<file path="src/rtl/keypad_press_generator.sv">
// keypad_press_generator: drives a one-hot 16-key bus with bounce, hold, release bounce and release gap.
// Each accepted command produces exactly one press/release sequence followed by a done pulse.
module keypad_press_generator #(
    parameter int HOLD_W        = 16,
    parameter int BOUNCE_PERIOD = 4,
    parameter int GAP_CYCLES    = 8
) (
    input  logic              clock,
    input  logic              reset,
    input  logic              cmd_valid,
    output logic              cmd_ready,
    input  logic [3:0]        cmd_code,
    input  logic [HOLD_W-1:0] cmd_hold,
    input  logic [2:0]        cmd_bounces,
    input  logic              abort,
    output logic [15:0]       Key,
    output logic              busy,
    output logic              done
);
    localparam int PW = BOUNCE_PERIOD > 1 ? $clog2(BOUNCE_PERIOD) : 1;
    localparam int GW = GAP_CYCLES > 1 ? $clog2(GAP_CYCLES) : 1;
    localparam logic [PW-1:0] PER_LAST = PW'(BOUNCE_PERIOD - 1);
    localparam logic [GW-1:0] GAP_LAST = GW'(GAP_CYCLES - 1);

    typedef enum logic [2:0] {IDLE, BOUNCE_IN, HOLD, BOUNCE_OUT, GAP} state_t;

    state_t            state_q;
    logic [3:0]        code_q;
    logic [HOLD_W-1:0] hold_q;
    logic [2:0]        bnc_q;
    logic [HOLD_W-1:0] cnt_q;
    logic [3:0]        half_q;
    logic [PW-1:0]     per_q;
    logic [GW-1:0]     gap_q;
    logic [15:0]       key_q;
    logic              done_q;

    logic [15:0]       oh_d, oh_in_d;
    logic [HOLD_W-1:0] hold_in_d, hold_lat_d;
    logic [3:0]        half_last_d;
    logic              per_end_d;

    // Hold counter is loaded with max(hold,1)-1 so all-ones never wraps.
    always_comb begin
        oh_d        = 16'h0001 << code_q;
        oh_in_d     = 16'h0001 << cmd_code;
        hold_in_d   = cmd_hold == '0 ? '0 : cmd_hold - 1'b1;
        hold_lat_d  = hold_q == '0 ? '0 : hold_q - 1'b1;
        half_last_d = {bnc_q, 1'b0} - 4'd1;
        per_end_d   = per_q == PER_LAST;
    end

    always_ff @(posedge clock or posedge reset) begin
        if (reset) begin
            state_q <= IDLE;
            code_q  <= '0;
            hold_q  <= '0;
            bnc_q   <= '0;
            cnt_q   <= '0;
            half_q  <= '0;
            per_q   <= '0;
            gap_q   <= '0;
            key_q   <= '0;
            done_q  <= 1'b0;
        end else begin
            done_q <= 1'b0;
            if (abort && (state_q == BOUNCE_IN || state_q == HOLD || state_q == BOUNCE_OUT)) begin
                state_q <= GAP;
                key_q   <= '0;
                gap_q   <= '0;
            end else begin
                case (state_q)
                    IDLE: if (cmd_valid) begin
                        code_q  <= cmd_code;
                        hold_q  <= cmd_hold;
                        bnc_q   <= cmd_bounces;
                        per_q   <= '0;
                        half_q  <= '0;
                        cnt_q   <= hold_in_d;
                        key_q   <= oh_in_d;
                        state_q <= cmd_bounces != 3'd0 ? BOUNCE_IN : HOLD;
                    end
                    BOUNCE_IN: if (per_end_d) begin
                        per_q  <= '0;
                        half_q <= half_q + 4'd1;
                        if (half_q == half_last_d) begin
                            state_q <= HOLD;
                            cnt_q   <= hold_lat_d;
                            key_q   <= oh_d;
                        end else begin
                            key_q <= half_q[0] ? oh_d : '0;
                        end
                    end else begin
                        per_q <= per_q + 1'b1;
                    end
                    HOLD: if (cnt_q == '0) begin
                        state_q <= bnc_q != 3'd0 ? BOUNCE_OUT : GAP;
                        key_q   <= '0;
                        half_q  <= '0;
                        per_q   <= '0;
                        gap_q   <= '0;
                    end else begin
                        cnt_q <= cnt_q - 1'b1;
                    end
                    BOUNCE_OUT: if (per_end_d) begin
                        per_q  <= '0;
                        half_q <= half_q + 4'd1;
                        if (half_q == half_last_d) begin
                            state_q <= GAP;
                            gap_q   <= '0;
                            key_q   <= '0;
                        end else begin
                            key_q <= half_q[0] ? '0 : oh_d;
                        end
                    end else begin
                        per_q <= per_q + 1'b1;
                    end
                    default: if (gap_q == GAP_LAST) begin
                        state_q <= IDLE;
                        done_q  <= 1'b1;
                    end else begin
                        gap_q <= gap_q + 1'b1;
                    end
                endcase
            end
        end
    end

    always_comb begin
        cmd_ready = state_q == IDLE;
        busy      = state_q != IDLE;
        Key       = key_q;
        done      = done_q;
    end
endmodule

</file>
<file path="config.mk">
export PLATFORM = sky130hd
export DESIGN_NAME = keypad_press_generator
export DESIGN_NICKNAME = d
export VERILOG_FILES = /design/src/rtl/keypad_press_generator.sv
export SDC_FILE = /design/constraint.sdc
export NUM_CORES = 1
export LEC_CHECK = 0
export CAP_MARGIN = 20
export CORE_AREA = 2 2 123 125
export CTS_BUF_LIST = sky130_fd_sc_hd__clkbuf_16
export CTS_CLUSTER_SIZE = 40
export DETAILED_ROUTE_END_ITERATION = 16
export DIE_AREA = 0 0 125 127
export SYNTH_ARGS = -nofsm -noshare
export SYNTH_HDL_FRONTEND = slang
export SYNTH_SLANG_ARGS = --single-unit
export TNS_END_PERCENT = 50
</file>
<file path="constraint.sdc">
create_clock -name clock -period 7.4 [get_ports clock]
set_input_delay 1.48 -clock clock [delete_from_list [all_inputs] [get_ports clock]]
set_output_delay 1.48 -clock clock [all_outputs]
set_load 0.01 [all_outputs]
</file>
==> flow_summary.json, run 1 <==
{
  "crit_path_max_fanout": 9,
  "area_growth_pct": 20.9,
  "leakagePower_nw": 2.10,
  "clock_latency_ns": 0.35,
  "hold_start": "Key[8]$_DFFE_PP0P_",
  "crit_top_cell": "o22ai_1",
  "hold_path_class": "flip-flop to flip-flop",
  "wl_per_cell_um": 15.1,
  "yosys-top-cells-area": "dfrtp_1 (40%), nand2_1 (9.0%), o21ai_0 (7.0%)",
  "postCtsSetupBuffers": 0,
  "critPathSlowestCell": "nor4_1",
  "coreArea_um2": 14400,
  "grtUsageTotal": 0.151,
  "p_per_area_nw_per_um2": 356,
  "cp.arrival_ns": 4.11,
  "die_height_um": 127,
  "worstRegToRegCells": 5,
  "nets": 605,
  "cts_root_buf": "clkbuf_16",
  "synth_most_common_cell": "nand2_1",
  "initial_core_util": 0.298,
  "grt_pass1_wl_mm": 19.5,
  "syn_inst": 533,
  "wl_mm": 11.4,
  "hold_buffers": 0,
  "post-route-min-period_ns": 3.91,
  "syn_area_um2": 4310,
  "yosys.area.top_type": "dfrtp_1",
  "synth_seq_cells": 68,
  "relSlewSlack": 0.306,
  "die_area_um2": 15900,
  "worstSetupStartpoint": "cmd_hold[7]",
  "gp_congestion": 0.871,
  "port_buffers": 45,
  "synth_top_area_frac": 0.395,
  "yosys-top-cells-count": "nand2_1 (103), dfrtp_1 (68), o21ai_0 (60), nor2_1 (55), clkbuf_1 (23)",
  "first_pass_iters": 5,
  "maxCapViolations": 0,
  "synth_cell_types": 58,
  "viasPerCell": 5.24,
  "cts_resized": 0,
  "syn_area_per_cell_um2": 8.08,
  "synth_nets": 571,
  "r2r-end": "Key[6]$_DFFE_PP0P_",
  "clk_pin_slew_ns": 0.06,
  "cts_tree": "done",
  "drc": 0,
  "cp_cell_sequence": "clkdlybuf4s50_1 -> nor4_1 -> nand2_1 -> o22ai_1 -> buf_4 -> o22ai_1 -> nor3_1 -> a21oi_1",
  "hold_viol_final": 0,
  "synth_edf_count": 0,
  "cp_data_required_time_ns": 7.60,
  "worst-slew-pin-transition_ns": 1.04,
  "rsz0062_at_grt": "false",
  "ys.warnings.count": 0,
  "antenna_left": 0,
  "grt_pass1_vias": 3939,
  "hold_end": "Key[8]$_DFFE_PP0P_",
  "ios": 46,
  "outcome": "complete, no violations",
  "yosysSeqAreaShare": 0.395,
  "ir_worst_vdd_v": 0.000123,
  "drive_above_1_share": 0.0594,
  "diodes": 0,
  "drv_slew": 0,
  "row_count": 44,
  "slowest_delay_ns": 0.79,
  "filler_cell_count": 1516,
  "fmax_mhz": 256,
  "grt_max_degree": 69,
  "multi_input_comb_area_um2": 2440,
  "vias": 3964,
  "r2r_slack_ns": 4.44,
  "finalCritPeriodShare": 0.529,
  "numCtsBuffers": 9,
  "critical_path_class": "primary input to flip-flop",
  "worstReg2RegStart": "state_q[1]$_DFFE_PP0P_",
  "crit_path_end_kind": "flip-flop",
  "dp_hpwl_mm": 8.24,
  "p_total_mw": 1.85,
  "clk_path_buf_depth": 2,
  "setup_viol": 0,
  "cts_sinks": 68,
  "tns_ns": 0,
  "die_w_um": 125,
  "async_flop_share": 1.00,
  "fin_skew_ns": 0.00665,
  "synth_ff_type": "dfrtp_1",
  "hold_path_depth": 2,
  "seq_area_um2": 1700,
  "antenna_found_initial": 0,
  "start_kind": "primary input",
  "drtIter0Drc": 337,
  "htree_num_levels": 3,
  "overflow": 0
}
-- per-stage QoR --
stage,worst slack [ns],utilization,instance area (um^2),instances,hold slack [ns]
floorplan,4.11,-,4310,533,0.459
global route,3.16,0.361,5200,756,0.512
finish,3.49,0.361,5200,756,0.476
global placement,2.88,0.340,4900,738,0.465
CTS,3.49,0.361,5200,756,0.483
detailed placement,3.16,0.341,4910,740,0.470
-- critical path: cells and delay by family --
| family | cells | cell delay, ns |
|---|---|---|
| AO/OA/AOI/OAI | 3 | 0.67 |
| buffers and inverters | 2 | 0.78 |
| AND/OR/NAND/NOR | 3 | 1.17 |
-- cells in the final DEF (no fill, tap or decap), types with 3 or more instances in the layout --
master / synthesis / layout
mux2_2: 5 / 5
nor4b_1: 3 / 3
nor2_1: 55 / 55
nand3_1: 10 / 10
a22oi_1: 9 / 9
and2_1: 4 / 4
nor2b_1: 11 / 11
a32oi_1: 3 / 3
nor3b_1: 4 / 4
or3_1: 4 / 4
inv_1: 17 / 16
o21ai_0: 60 / 60
clkdlybuf4s50_1: 0 / 45
buf_4: 0 / 3
nor3_1: 22 / 22
nand4_1: 6 / 6
xor2_1: 16 / 16
or4_1: 5 / 5
a21oi_1: 18 / 18
ha_1: 11 / 11
dfrtp_1: 68 / 68
nand2_1: 103 / 103
nor4_1: 8 / 8
o31ai_1: 3 / 3
xnor2_1: 10 / 10
clkbuf_16: 0 / 9
o22ai_1: 9 / 9
mux2i_1: 3 / 3
-- worst max-delay path by stage --
stage,to,slack (ns),cells past startpoint
floorplan,cnt_q[9]$_DFFE_PP0P_,4.11,7
CTS,cnt_q[1]$_DFFE_PP0P_,3.49,8
global route,cnt_q[0]$_DFFE_PP0P_,3.16,8
finish,cnt_q[1]$_DFFE_PP0P_,3.49,8
global placement,cnt_q[8]$_DFFE_PP0P_,2.88,7
detailed placement,cnt_q[1]$_DFFE_PP0P_,3.16,8
-- layer usage --
metal  track usage  wire length [um]
met1         0.196              5380
met2         0.243              5290
met3        0.0385               525
met4        0.0556               224
met5             0                 0
-- sequential cells by signal, summed over array words and instances (netlist names) --
name / cells
Key: 16
cnt_q: 16
hold_q: 16
code_q: 4
half_q: 4
bnc_q: 3
gap_q: 3
state_q: 3
per_q: 2
done: 1
-- cells by family after synthesis --
logic type,after synthesis,synth area share
muxes,8,0.0201
buffers and inverters,42,0.0369
and+or+nand+nor,252,0.278
xor gates and xnor gates,27,0.0581
DFF,68,0.395
AOI/OAI and AO/OA,125,0.180
adders and majority gates,11,0.0320
-- report_power, final --
group | internal (mW) | leakage, nW | switching (mW) | total, mW
Sequential | 0.517 | 0.872 | 0.177 | 0.694
Clock | 0.259 | 0.137 | 0.172 | 0.431
Combinational | 0.316 | 1.09 | 0.411 | 0.727
-- area by class of cell --
class | instances | area share
multi-input cells | 423 | 0.470
flip-flops and latches | 68 | 0.327
repair buffers | 48 | 0.0909
well taps | 184 | 0.0442
clock buffers | 9 | 0.0433
clock inverters | 7 | 0.0127
inverters | 17 | 0.0123
No activity file was read; power rests on OpenSTA's default activity.
==> run 2: changes to the inputs <==
==> constraint.sdc (replaced) <==
create_clock -name clock -period 3.9 [get_ports clock]
set_input_delay 0.78 -clock clock [delete_from_list [all_inputs] [get_ports clock]]
set_output_delay 0.78 -clock clock [all_outputs]
set_load 0.01 [all_outputs]
==> flow_summary.json, run 2 (synthesis results as in run 1) <==
{
  "hold_path_class": "flip-flop to flip-flop",
  "r2r-end": "half_q[1]$_DFFE_PP0P_",
  "cp_cell_sequence": "nor3_1 -> clkdlybuf4s50_1",
  "cts_tree": "done",
  "setup_viol": 0,
  "first_pass_iters": 5,
  "ir_worst_vdd_v": 0.000276,
  "combPwrFrac": 0.404,
  "drtIter0Drc": 355,
  "diodes": 0,
  "p_per_area_nw_per_um2": 679,
  "fin_skew_ns": 0.00805,
  "cts_root_buf": "clkbuf_16",
  "outcome": "complete, no violations",
  "row_count": 44,
  "clk_pin_slew_ns": 0.06,
  "finalCritPeriodShare": 0.765,
  "r2r_slack_ns": 0.97,
  "cts_resized": 0,
  "hold_buffers": 0,
  "grt_pass1_wl_mm": 19.1,
  "drc": 0,
  "drive_above_1_share": 0.0743,
  "fin_area_um2": 5290,
  "port_buffers": 45,
  "crit_path_max_fanout": 21,
  "p_total_mw": 3.59,
  "overflow": 0,
  "die_height_um": 127,
  "clk_path_buf_depth": 2,
  "p_switching_mw": 1.47,
  "worst-slew-pin-transition_ns": 0.824,
  "grtUsageTotal": 0.148,
  "hold_path_depth": 2,
  "pwr-share-seq": 0.361,
  "htree_num_levels": 3,
  "holdWs_ns": 0.480,
  "critPathSlowestCell": "clkdlybuf4s50_1",
  "layout_commonest_cell": "nand2_1",
  "grt_max_degree": 35,
  "gp_congestion": 0.932,
  "tns_ns": 0,
  "power.internal_mw": 2.12,
  "hold_end": "Key[2]$_DFFE_PP0P_",
  "area_growth_pct": 22.9,
  "die_area_um2": 15900,
  "postCtsSetupBuffers": 0,
  "cp_data_required_time_ns": 3.12,
  "relSlewSlack": 0.449,
  "ios": 46,
  "path_depth": 2,
  "critical_path_class": "flip-flop to output pin",
  "cts_sinks": 68,
  "hold_start": "Key[2]$_DFFE_PP0P_",
  "slowest_delay_ns": 0.65,
  "antenna_left": 0,
  "swShare": 0.409,
  "place_area_um2": 4960,
  "worstReg2RegStart": "cnt_q[0]$_DFFE_PP0P_",
  "nets": 612,
  "cp.buffers_inverters": 1,
  "worstRegToRegCells": 8,
  "antenna_found_initial": 0,
  "numCtsBuffers": 9,
  "vias": 3947,
  "coreArea_um2": 14400,
  "layout_common_cells": "nand2_1 (103), dfrtp_1 (68), o21ai_0 (60), nor2_1 (55), clkdlybuf4s50_1 (45)",
  "cp.arrival_ns": 2.21,
  "crit_path_end_kind": "output pin",
  "drv_slew": 0,
  "critical_path.top_delay_family": "buffers and inverters",
  "hold_viol_final": 0,
  "wl_mm": 11.2,
  "fmax_mhz": 335,
  "post-route-min-period_ns": 2.99,
  "grt_pass1_vias": 3768,
  "p_clk_frac": 0.235,
  "viasPerCell": 5.17,
  "leakagePower_nw": 2.15,
  "die_w_um": 125,
  "wl_per_cell_um": 14.7,
  "clock_latency_ns": 0.34,
  "initial_core_util": 0.298,
  "final_util": 0.367,
  "rsz0062_at_grt": "false",
  "start_kind": "flip-flop",
  "dp_hpwl_mm": 8.29,
  "maxCapViolations": 0
}
-- run 2: cell count changes in the layout (fill, tap and decap cells not counted), sizes merged --
cell	change
inv	+3
clkinv	-3
buf	+7
-- run 2: worst max-delay path by stage --
stage / end / slack, ns / from
after global placement: state_q[1]$_DFFE_PP0P_ / 1.06 / abort
after floorplan: cnt_q[9]$_DFFE_PP0P_ / 1.31 / cmd_hold[6]
after global routing: cmd_ready / 0.80 / state_q[0]$_DFFE_PP0P_
after CTS: cmd_ready / 0.90 / state_q[1]$_DFFE_PP0P_
final: cmd_ready / 0.91 / state_q[0]$_DFFE_PP0P_
after detailed placement: state_q[1]$_DFFE_PP0P_ / 1.01 / abort
-- run 2: routing by layer --
metal	wire, um	up-vias	global-route usage
li1	-	1969	-
met1	5390	1876	0.198
met2	5200	89	0.232
met3	457	13	0.0373
met4	195	0	0.0549
met5	0	-	0
-- run 2: layout make-up --
cell class,instances,area [um^2]
repair buffers,55,546
clock inverters,7,80.1
inverters,17,63.8
flip-flops and latches,68,1700
clock buffers,9,225
multi-input cells,423,2440
well taps,184,230
fillers,1471,9130
-- run 2: worst register-to-register path, stage by stage (launching register included) --
cell and delay [ns]:
dfrtp_1 0.41, inv_1 0.12, ha_1 0.16, nor4b_1 0.50, and4_1 0.34, nor2_1 0.05, o31ai_1 0.67, o21ai_0 0.29
a32o_1 0.27
-- run 2: per-stage QoR --
stage | setup slack (ns) | std cells
after CTS | 0.896 | 762
after detailed placement | 1.01 | 746
after floorplan | 1.31 | 533
after global routing | 0.798 | 763
final | 0.915 | 763
after global placement | 1.06 | 746
-- run 2: power groups by stage --
stage | logic (mW) | registers [mW] | clock network, mW
6_report | 1.45 | 1.30 | 0.843
5_1_grt | 1.65 | 1.34 | 0.903
4_1_cts | 1.44 | 1.29 | 0.862
3_5_place_dp | 1.43 | 1.30 | 0
3_3_place_gp | 1.40 | 1.29 | 0
2_1_floorplan | 1.06 | 1.19 | 0
==> run 3: changes to the inputs <==
==> constraint.sdc (replaced) <==
create_clock -name clock -period 2.89 [get_ports clock]
set_input_delay 0.578 -clock clock [delete_from_list [all_inputs] [get_ports clock]]
set_output_delay 0.578 -clock clock [all_outputs]
set_load 0.01 [all_outputs]
==> flow_summary.json, run 3 (synthesis results as in run 1) <==
{
  "outcome": "complete, no violations",
  "relSlewSlack": 0.546,
  "cp_data_required_time_ns": 3.11,
  "overflow": 0,
  "clk_path_buf_depth": 2,
  "cts_sinks": 68,
  "critical_path_class": "flip-flop to flip-flop",
  "wl_per_cell_um": 15.1,
  "layout_commonest_cell": "nand2_1",
  "rsz0062_at_grt": "false",
  "grt_pass1_wl_mm": 19.3,
  "antenna_left": 0,
  "p_per_area_nw_per_um2": 901,
  "hold_path_class": "flip-flop to flip-flop",
  "wl_mm": 11.6,
  "clock_latency_ns": 0.35,
  "die_w_um": 125,
  "drc": 0,
  "antenna_found_initial": 0,
  "numCtsBuffers": 9,
  "setup_viol": 0,
  "grtUsageTotal": 0.151,
  "layout_common_cells": "nand2_1 (103), dfrtp_1 (68), o21ai_0 (60), nor2_1 (55), clkdlybuf4s50_1 (45)",
  "nets": 619,
  "p_total_mw": 4.77,
  "initial_core_util": 0.298,
  "grt_pass1_vias": 3885,
  "fin_skew_ns": 0.00865,
  "tns_ns": 0,
  "crit_path_end_kind": "flip-flop",
  "p_switching_mw": 1.99,
  "power.internal_mw": 2.79,
  "first_pass_iters": 5,
  "fmax_mhz": 379,
  "area_growth_pct": 23.1,
  "filler_cell_count": 1477,
  "vias": 4029,
  "coreArea_um2": 14400,
  "viasPerCell": 5.23,
  "worst-slew-pin-transition_ns": 0.675,
  "leakagePower_nw": 2.17,
  "ios": 46,
  "swShare": 0.416,
  "cts_resized": 0,
  "ir_worst_vdd_v": 0.000378,
  "drtIter0Drc": 266,
  "pwr-share-seq": 0.361,
  "dp_hpwl_mm": 8.44,
  "postCtsSetupBuffers": 0,
  "drive_above_1_share": 0.0836,
  "die_area_um2": 15900,
  "maxCapViolations": 0,
  "start_kind": "flip-flop",
  "post-route-min-period_ns": 2.64,
  "hold_buffers": 0,
  "diodes": 0,
  "p_clk_frac": 0.214,
  "port_buffers": 45,
  "holdWs_ns": 0.484,
  "die_height_um": 127,
  "htree_num_levels": 3,
  "grt_max_degree": 69,
  "combPwrFrac": 0.425,
  "cp.arrival_ns": 2.86,
  "row_count": 44,
  "gp_congestion": 0.884,
  "drv_slew": 0,
  "crit_path_max_fanout": 10,
  "clk_pin_slew_ns": 0.06,
  "finalCritPeriodShare": 0.912,
  "cts_tree": "done",
  "hold_viol_final": 0,
  "cts_root_buf": "clkbuf_16"
}
-- run 3: power groups by stage --
stage | Combinational, mW | Sequential [mW] | Clock [mW]
6_report | 2.03 | 1.73 | 1.02
5_1_grt | 2.27 | 1.79 | 1.10
4_1_cts | 2.03 | 1.72 | 1.05
3_5_place_dp | 2.02 | 1.73 | 0
3_3_place_gp | 1.98 | 1.72 | 0
2_1_floorplan | 1.44 | 1.61 | 0
-- run 3: critical path, cell delays in order (launching register included) --
cell	delay, ns
dfrtp_1	0.39
inv_1	0.09
ha_1	0.17
or3b_2	0.50
or2_2	0.36
o41ai_2	0.39
buf_4	0.24
nor2_1	0.06
nor3_1	0.23
o2bb2ai_1	0.08
-- run 3: final timing paths --
path                       slack, ns  cells after the start                  start                    end
setup / recovery                0.25                      9  hold_q[1]$_DFFE_PP0P_   cnt_q[7]$_DFFE_PP0P_
hold / removal                  0.48                      2     Key[1]$_DFFE_PP0P_     Key[1]$_DFFE_PP0P_
setup reg to reg                0.25                      9  hold_q[1]$_DFFE_PP0P_   cnt_q[7]$_DFFE_PP0P_
hold reg to reg                 0.48                      2     Key[1]$_DFFE_PP0P_     Key[1]$_DFFE_PP0P_
max in group asynchronous       1.96                      3                  reset  hold_q[5]$_DFFE_PP0P_
min in group asynchronous       0.63                      3                  reset     Key[4]$_DFFE_PP0P_
-- run 3: metal layers --
layer  GRT usage  up-vias  wire, um
met5           0        -         0
met4      0.0725        0       334
met3      0.0343       25       538
met2       0.237      116      5230
met1       0.197     1904      5520
li1            -     1984         -
-- run 3: layout make-up --
type                            count  area (um^2)  share of cell area
Clock buffer                        9          225              0.0425
Clock inverter                      7         43.8             0.00826
Inverter                           17         63.8              0.0120
Multi-Input combinational cell    423         2440               0.461
Sequential cell                    68         1700               0.321
Tap cell                          184          230              0.0434
Timing Repair Buffer               62          591               0.111
-- run 3: through the flow --
step / setup WS, ns / utilization / area, um^2 / std cells
after global placement: 0.325 / 0.349 / 5030 / 754
after floorplan: 0.430 / - / 4310 / 533
final: 0.253 / 0.367 / 5300 / 770
after global routing: 0.0950 / 0.367 / 5300 / 770
after detailed placement: 0.253 / 0.349 / 5030 / 754
after CTS: 0.253 / 0.367 / 5300 / 770
